`src/rtl/exc_ctrl_pkg.sv`:
```
// Shared exception codes, FSM encoding and default exception vector
// for the MEM-stage exception arbiter.
package exc_ctrl_pkg;

  localparam logic [31:0] EXC_TYPE_NONE = 32'h0;
  localparam logic [31:0] EXC_TYPE_INT  = 32'h1;
  localparam logic [31:0] EXC_TYPE_ADEL = 32'h4;
  localparam logic [31:0] EXC_TYPE_ADES = 32'h5;
  localparam logic [31:0] EXC_TYPE_SYS  = 32'h8;
  localparam logic [31:0] EXC_TYPE_BP   = 32'h9;
  localparam logic [31:0] EXC_TYPE_RI   = 32'ha;
  localparam logic [31:0] EXC_TYPE_OV   = 32'hc;
  localparam logic [31:0] EXC_TYPE_ERET = 32'he;

  localparam logic [31:0] EXC_VECTOR_DEF = 32'hBFC0_0380;

  typedef enum logic [1:0] {
    ST_IDLE   = 2'd0,
    ST_PEND   = 2'd1,
    ST_COMMIT = 2'd2
  } state_e;

endpackage

```
`src/rtl/exc_ctrl_int_sync.sv`:
```
// Multi-flop synchroniser for the asynchronous hardware interrupt lines.
module int_sync #(
  parameter int SYNC_STAGES = 2,
  parameter int W           = 6
) (
  input  logic         clk,
  input  logic         rst,
  input  logic [W-1:0] async_i,
  output logic [W-1:0] sync_o
);

  logic [W-1:0] sync_q [SYNC_STAGES];

  always_ff @(posedge clk) begin
    if (rst) begin
      for (int i = 0; i < SYNC_STAGES; i++) sync_q[i] <= '0;
    end else begin
      sync_q[0] <= async_i;
      for (int i = 1; i < SYNC_STAGES; i++) sync_q[i] <= sync_q[i-1];
    end
  end

  assign sync_o = sync_q[SYNC_STAGES-1];

endmodule

```
`src/rtl/exc_ctrl.sv`:
```
// MEM-stage exception arbiter: picks the highest-priority exception, holds it
// across SRAM stalls and commits it to CP0 with a one-cycle flush/redirect.
module exc_ctrl
  import exc_ctrl_pkg::*;
#(
  parameter logic [31:0] EXC_VECTOR  = EXC_VECTOR_DEF,
  parameter int          SYNC_STAGES = 2
) (
  input  logic        clk,
  input  logic        rst,
  input  logic        valid_i,
  input  logic        stall_i,
  input  logic [31:0] pc_i,
  input  logic        is_in_delayslot_i,
  input  logic        inst_adel_i,
  input  logic        ri_i,
  input  logic        syscall_i,
  input  logic        break_i,
  input  logic        ov_i,
  input  logic        data_adel_i,
  input  logic        data_ades_i,
  input  logic        eret_i,
  input  logic [31:0] mem_addr_i,
  input  logic [5:0]  int_i,
  input  logic        timer_int_i,
  input  logic [31:0] cp0_status_i,
  input  logic [31:0] cp0_cause_i,
  input  logic [31:0] cp0_epc_i,
  output logic        cp0_en_o,
  output logic [31:0] except_type_o,
  output logic [31:0] current_inst_addr_o,
  output logic        is_in_delayslot_o,
  output logic [31:0] badvaddr_o,
  output logic        flush_o,
  output logic [31:0] new_pc_o
);

  logic [5:0]  int_sync_w;
  logic [5:0]  hw_w;
  logic [7:0]  pend_w;
  logic        int_req_w;
  logic        exc_w;
  logic [31:0] type_c;
  logic [31:0] badv_c;

  state_e      state_q, state_d;
  logic        snap_ld;
  logic [31:0] snap_type_q, snap_pc_q, snap_badv_q;
  logic        snap_ds_q;
  logic [31:0] com_type_q, com_pc_q, com_badv_q;
  logic        com_ds_q;
  logic        in_commit;

  logic unused_cp0_bits;
  assign unused_cp0_bits = ^{cp0_status_i[31:16], cp0_status_i[7:2],
                             cp0_cause_i[31:10], cp0_cause_i[7:0]};

  int_sync #(.SYNC_STAGES(SYNC_STAGES), .W(6)) u_int_sync (
    .clk     (clk),
    .rst     (rst),
    .async_i (int_i),
    .sync_o  (int_sync_w)
  );

  // Timer interrupt is already synchronous, so it joins after the chain.
  assign hw_w      = {int_sync_w[5] | timer_int_i, int_sync_w[4:0]};
  assign pend_w    = {hw_w, cp0_cause_i[9:8]} & cp0_status_i[15:8];
  assign int_req_w = (|pend_w) & cp0_status_i[0] & ~cp0_status_i[1];

  assign exc_w = valid_i & (int_req_w | inst_adel_i | ri_i | syscall_i | break_i |
                            ov_i | data_adel_i | data_ades_i | eret_i);

  always_comb begin
    type_c = EXC_TYPE_NONE;
    badv_c = '0;
    if (int_req_w)        type_c = EXC_TYPE_INT;
    else if (inst_adel_i) begin type_c = EXC_TYPE_ADEL; badv_c = pc_i; end
    else if (ri_i)        type_c = EXC_TYPE_RI;
    else if (syscall_i)   type_c = EXC_TYPE_SYS;
    else if (break_i)     type_c = EXC_TYPE_BP;
    else if (ov_i)        type_c = EXC_TYPE_OV;
    else if (data_adel_i) begin type_c = EXC_TYPE_ADEL; badv_c = mem_addr_i; end
    else if (data_ades_i) begin type_c = EXC_TYPE_ADES; badv_c = mem_addr_i; end
    else if (eret_i)      type_c = EXC_TYPE_ERET;
  end

  always_comb begin
    state_d = state_q;
    snap_ld = 1'b0;
    case (state_q)
      ST_IDLE: begin
        if (exc_w) begin
          snap_ld = 1'b1;
          state_d = stall_i ? ST_PEND : ST_COMMIT;
        end
      end
      ST_PEND:   if (!stall_i) state_d = ST_COMMIT;
      ST_COMMIT: state_d = ST_IDLE;
      default:   state_d = ST_IDLE;
    endcase
  end

  always_ff @(posedge clk) begin
    if (rst) state_q <= ST_IDLE;
    else     state_q <= state_d;
  end

  // Snapshot stage: only observable in COMMIT, which reset always leaves.
  always_ff @(posedge clk) begin
    if (snap_ld) begin
      snap_type_q <= type_c;
      snap_pc_q   <= pc_i;
      snap_ds_q   <= is_in_delayslot_i;
      snap_badv_q <= badv_c;
    end
  end

  assign in_commit = (state_q == ST_COMMIT);

  // Committed stage: CP0-facing fields persist until the next commit.
  always_ff @(posedge clk) begin
    if (rst) begin
      com_type_q <= '0;
      com_pc_q   <= '0;
      com_ds_q   <= 1'b0;
      com_badv_q <= '0;
    end else if (in_commit) begin
      com_type_q <= snap_type_q;
      com_pc_q   <= snap_pc_q;
      com_ds_q   <= snap_ds_q;
      com_badv_q <= snap_badv_q;
    end
  end

  assign cp0_en_o            = in_commit;
  assign flush_o             = in_commit;
  assign except_type_o       = in_commit ? snap_type_q : com_type_q;
  assign current_inst_addr_o = in_commit ? snap_pc_q   : com_pc_q;
  assign is_in_delayslot_o   = in_commit ? snap_ds_q   : com_ds_q;
  assign badvaddr_o          = in_commit ? snap_badv_q : com_badv_q;
  assign new_pc_o = !in_commit                    ? 32'h0 :
                    (snap_type_q == EXC_TYPE_ERET) ? cp0_epc_i : EXC_VECTOR;

endmodule

```
`config.mk`:
```
export PLATFORM = sky130hd
export DESIGN_NAME = exc_ctrl
export DESIGN_NICKNAME = d
export VERILOG_FILES = /design/src/rtl/exc_ctrl_pkg.sv /design/src/rtl/exc_ctrl_int_sync.sv /design/src/rtl/exc_ctrl.sv
export SDC_FILE = /design/constraint.sdc
export NUM_CORES = 1
export LEC_CHECK = 0
export CORE_MARGIN = 2
export CORE_UTILIZATION = 42
export CTS_BUF_LIST = sky130_fd_sc_hd__clkbuf_4 sky130_fd_sc_hd__clkbuf_8 sky130_fd_sc_hd__clkbuf_16
export DETAILED_ROUTE_END_ITERATION = 10
export PLACE_DENSITY = 0.81
export SETUP_SLACK_MARGIN = 0.1
export SYNTH_ARGS = -nofsm -noshare
export SYNTH_HDL_FRONTEND = slang
export SYNTH_HIERARCHICAL = 1
export SYNTH_SLANG_ARGS = --single-unit
```
`constraint.sdc`:
```
create_clock -name clk -period 8 [get_ports clk]
set_input_delay 0.8 -clock clk [delete_from_list [all_inputs] [get_ports clk]]
set_output_delay 0.8 -clock clk [all_outputs]
set_load 0.01 [all_outputs]
```
# After elaboration in Yosys (flattened, before gate mapping)
# Memories as Yosys holds them, arrays and structs flattened.
# Index checks and enable logic that the tools add are counted.
# totals
ff_bits,196
mem_bits_rw,12
inputBits,180
output_inout_bits,131
elab_cells,70
memories,1
# classes
n_eq_ne,5
mux,32
bitwise_logic,16
reduce_logical,5
# memory_table
name,words,width,read_ports,rd_ports_with_merged_regs,wr,line,source
u_int_sync.sync_q,2,6,2,0,2,exc_ctrl_int_sync.sv:12,logic [W-1:0] sync_q [SYNC_STAGES];
# ops
op,count
32-bit two-way mux,12
"32-bit by 4-bit equality test with 1-bit output, second input constant",1
4-bit two-way mux,7
8-bit OR reduction,2
6-bit two-way mux,2
1-bit OR,11
8-bit AND,1
1-bit two-way mux,6
2-bit two-way mux,3
"2-bit inequality test, second input constant",2
2-bit case mux with 2 select lines,1
1-bit AND,3
3-bit two-way mux,1
"2-bit by 1-bit equality test with 1-bit output, second input constant",1
"2-bit equality test, second input constant",1
2-bit logical NOT,1
2-bit AND reduction,1
2-bit OR reduction,1
1-bit inverter,1

# Logic depth before layout (Yosys ltp)
# An unclocked memory read counts as a cell.
# logic_depth
ltp_word,17
ltp_mapped,7
mapped_depth_nobuf,5

# Hierarchy
# The synthesis kept the hierarchy.
# modules_own_cells
mod,instances,cells_each,area_each_um2,seq_area_each_um2
exc_ctrl,1,688,6517.5,4053.9
int_sync,1,31,411.6,240.2

# Worst setup path before layout
# OpenSTA, ideal clock, no wires.
# synth_timing
path_type,in2reg
start,in ri_i
end,"reg snap_badv_q[0], enable pin"
setup_ns,0.581
arrival_time_ns,5.865
required_ns,7.419
path_slack_ns,1.554
cell_stages,4
path_buffers,0
path_cell_list,or3_1 -> or3_1 -> o211ai_2 -> nor3_1
# synth_between
elab_chain_cells,10
# synth_rtl
element,line,source
from (decl),exc_ctrl.sv:16,"input logic ri_i,"
1-bit OR (4 in a row),exc_ctrl.sv:70,assign exc_w = valid_i & (int_req_w | inst_adel_i | ri_i | syscall_i | break_i |
1-bit OR (3 in a row),exc_ctrl.sv:71,ov_i | data_adel_i | data_ades_i | eret_i);
1-bit AND,exc_ctrl.sv:70,
1-bit two-way mux,exc_ctrl.sv:92,if (exc_w) begin
1-bit two-way mux,exc_ctrl.sv:90,case (state_q)
via snap_ld,exc_ctrl.sv:47,logic snap_ld;
to (signal assigned),exc_ctrl.sv:114,snap_badv_q <= badv_c;
to (decl),exc_ctrl.sv:48,"logic [31:0] snap_type_q, snap_pc_q, snap_badv_q;"
# The timed path passes the listed nets, and every way through them passes these cells.
# A chain may end at the register's enable or synchronous reset.

# Worst setup path in the final report
# layout_timing
start,reg state_q[1]
end,out badvaddr_o[1]
# layout_between
elab_chain_cells,2
# layout_rtl
element,line,source
from (decl),exc_ctrl.sv:46,"state_e state_q, state_d;"
from (signal assigned),exc_ctrl.sv:105,else state_q <= state_d;
2-bit equality test,exc_ctrl.sv:118,assign in_commit = (state_q == ST_COMMIT);
32-bit two-way mux,-,
to (decl),exc_ctrl.sv:33,"output logic [31:0] badvaddr_o,"
# No other way between the ends.

==> results.json <==
{
  "run_status": "complete, no violations",
  "antenna_violating_nets_post_route": 0,
  "cts.reportedPaths.clkPinSlew_ps": 60,
  "synthesis.area_per_instance_sq_um": 9.64,
  "antenna_found_initial": 0,
  "grt-ovfl-total": 0,
  "max_stage_delay_ps": 620,
  "worst_setup_path_start_kind": "register",
  "clock_tree.buffer_depth": 2,
  "placeableCoreArea_sq_um": 16000,
  "antenna_cells_inserted": 0,
  "leakagePower_uw": 0.00406,
  "number_of_global_route_vias_before_repair": 5649,
  "timing.max_slew.rel_slack": 0.348,
  "worst-setup-path-type": "reg -> out",
  "yosys_most_used_dff": "sky130_fd_sc_hd__dfxtp_1",
  "final_min_period_over_clock_period": 0.495,
  "worst_hold_path.num_cells": 1,
  "synthesis.nets": 899,
  "crit_path_max_fanout": 53,
  "drt_iter0_drc": 270,
  "final_core_util": 0.638,
  "routabilityCongestion": 0.767,
  "layout-drive-gt1-share": 0.0623,
  "first_pass_iters": 5,
  "cts_made_buffers": 17,
  "layoutNonFillerInstCount": 1179,
  "power-per-cell-area_nw_per_um2": 203,
  "grt_pass1_wl_um": 28500,
  "initial_utilization": 0.433,
  "finalNetCount": 1130,
  "max-cap-violations": 0,
  "clk_latency_ps": 410,
  "detail_route.wirelength_um": 18200,
  "ys.warnings.count": 6,
  "final.setup_skew_ps": 7.86,
  "synth.distinct_cells": 31,
  "placed_cells": 1147,
  "fmax_mhz": 253,
  "route.detailed.drc": 0,
  "post_cts_hold_buffer_count": 0,
  "ctsRootBufferMaster": "sky130_fd_sc_hd__clkbuf_16",
  "post_cts.resized_instances": 0,
  "grt_start_max_net_pins": 71,
  "grt_setup_unrepaired": "no",
  "placement_rows": 46,
  "dp_hpwl_um": 12200,
  "io_buffer_count": 258,
  "critPathMostFrequentCell": "sky130_fd_sc_hd__nand2_1",
  "synth_top_cell_area_share": 0.321,
  "sum_of_negative_setup_slack_ps": 0,
  "ys_seq_area_frac": 0.620,
  "ys_async_sr_fraction": 0,
  "capturing_element_type_of_the_critical_path": "primary output",
  "io_pins": 311,
  "critical_path_arrival_ps": 3160,
  "finalSetupViolCount": 0,
  "floorplan.die_area_sq_um": 17500,
  "layout_commonest_cell": "sky130_fd_sc_hd__clkdlybuf4s50_1",
  "cts_setup_buffers": 0,
  "detail_route.wl_per_cell_um": 15.4,
  "cp_cell_sequence": "nand2_4 -> inv_2 -> buf_4 -> nand2_1 -> nand2_1 -> clkdlybuf4s50_1",
  "worst_ir_drop_vdd_uv": 156,
  "cts.sinks": 180,
  "timing.critical_path.required_ps": 7200,
  "synthesis.area_sq_um": 6930,
  "maxSlewViolCount": 0,
  "final.min_clock_period_ps": 3960,
  "synthTopCellsByArea": "sky130_fd_sc_hd__dfxtp_1 32%, sky130_fd_sc_hd__edfxtp_1 30%, sky130_fd_sc_hd__nand2_1 11%",
  "clock_tree_from_tritoncts": "built",
  "synth_top_area_cell": "sky130_fd_sc_hd__dfxtp_1",
  "htree_levels": 4,
  "hold_viol": 0,
  "area_grow_syn2layout_pct": 47.2,
  "final_cell_mix": "256 x sky130_fd_sc_hd__clkdlybuf4s50_1, 207 x sky130_fd_sc_hd__nand2_1, 111 x sky130_fd_sc_hd__dfxtp_1",
  "worstHoldPathType": "reg -> reg",
  "num_vias": 5844,
  "worst_pin_slew_ps": 970,
  "synth.ff_latch_count": 180,
  "gr-usage-all-layers": 0.205,
  "synth-edff-count": 69,
  "synth_cells": 719,
  "die_height_um": 132,
  "fp.dieW_um": 132,
  "viasPerCell": 4.96,
  "worstRegToRegCells": 5,
  "cpMaxStageDelayCell": "sky130_fd_sc_hd__inv_2"
}
-- sequential cells by signal, summed over array words and instances (netlist names) --
name               count
com_ds_q               1
snap_type_q            4
state_q                2
snap_pc_q             32
snap_badv_q           32
com_type_q            32
u_int_sync/sync_q     12
snap_ds_q              1
com_pc_q              32
com_badv_q            32
-- cell type report --
| cell class | instances | area, sq um |
|---|---|---|
| Clock buffer | 24 | 502 |
| Clock inverter | 8 | 100 |
| Fill cell | 1335 | 5800 |
| Inverter | 3 | 11.3 |
| Multi-Input combinational cell | 484 | 2400 |
| Sequential cell | 180 | 4290 |
| Tap cell | 216 | 270 |
| Timing Repair Buffer | 264 | 2620 |
-- path summary, 6_finish.rpt --
| kind | startpoint | endpoint | slack, ps |
|---|---|---|---|
| max | state_q[1]$_SDFFE_PP0P_ | badvaddr_o[1] | 4040 |
| min | u_int_sync/sync_q[0][0]$_SDFF_PP0_ | u_int_sync/sync_q[0][6]$_SDFF_PP0_ | 440 |
| max reg2reg | state_q[1]$_SDFFE_PP0P_ | com_badv_q[3]$_SDFF_PP0_ | 5660 |
| min reg2reg | u_int_sync/sync_q[0][0]$_SDFF_PP0_ | u_int_sync/sync_q[0][6]$_SDFF_PP0_ | 440 |
-- power breakdown --
group	internal [uW]	total, uW	switching [uW]
Clock	504	837	333
Sequential	998	1010	10.7
Combinational	121	231	110
Total	1620	2080	453
-- logic make-up (layout without fill, tap and decap cells) --
logic type	count (synthesis)	in the layout	synth area share
and+or+nand+nor	371	371	0.246
DFF	180	180	0.620
AOI/OAI and AO/OA	113	113	0.0980
buffers and inverters	55	299	0.0365
-- stage by stage --
stage | total power (uW) | setup WS [ps] | area [sq um] | hold WS, ps
CTS | 2100 | 3980 | 10200 | 441
global route | 2150 | 3770 | 10200 | 463
finish | 2080 | 4040 | 10200 | 437
floorplan | 1120 | 1550 | 6930 | 415
global placement | 1260 | 4470 | 9600 | 419
detailed placement | 1260 | 4470 | 9600 | 422
-- synthesized netlist by cell type (2+ instances only) --
master / n
sky130_fd_sc_hd__a21oi_1: 71
sky130_fd_sc_hd__clkbuf_1: 33
sky130_fd_sc_hd__inv_1: 2
sky130_fd_sc_hd__and2b_2: 2
sky130_fd_sc_hd__or3_1: 3
sky130_fd_sc_hd__or4_4: 2
sky130_fd_sc_hd__nor2b_1: 29
sky130_fd_sc_hd__and2_1: 49
sky130_fd_sc_hd__buf_4: 7
sky130_fd_sc_hd__dfxtp_1: 111
sky130_fd_sc_hd__nor2b_2: 8
sky130_fd_sc_hd__a2111oi_1: 2
sky130_fd_sc_hd__buf_2: 10
sky130_fd_sc_hd__nor3_1: 5
sky130_fd_sc_hd__edfxtp_1: 69
sky130_fd_sc_hd__nor2b_4: 2
sky130_fd_sc_hd__a22oi_1: 34
sky130_fd_sc_hd__nor2_1: 60
sky130_fd_sc_hd__nand2_1: 208
-- routing by layer --
layer,vias up,part of all wire,routed length [um],GRT usage
met2,249,0.49,8880,0.357
met1,2717,0.40,7270,0.230
met5,-,0,0,0
li1,2845,-,-,-
met4,0,0.022,408,0.0747
met3,33,0.091,1660,0.0747
-- worst max-delay path, delay by kind of cell (launching register included) --
family	cells	cell delay, ps
AND/OR/NAND/NOR	3	610
flip-flops	1	450
buffers and inverters	3	1670
No activity file was read; power rests on OpenSTA's default activity.
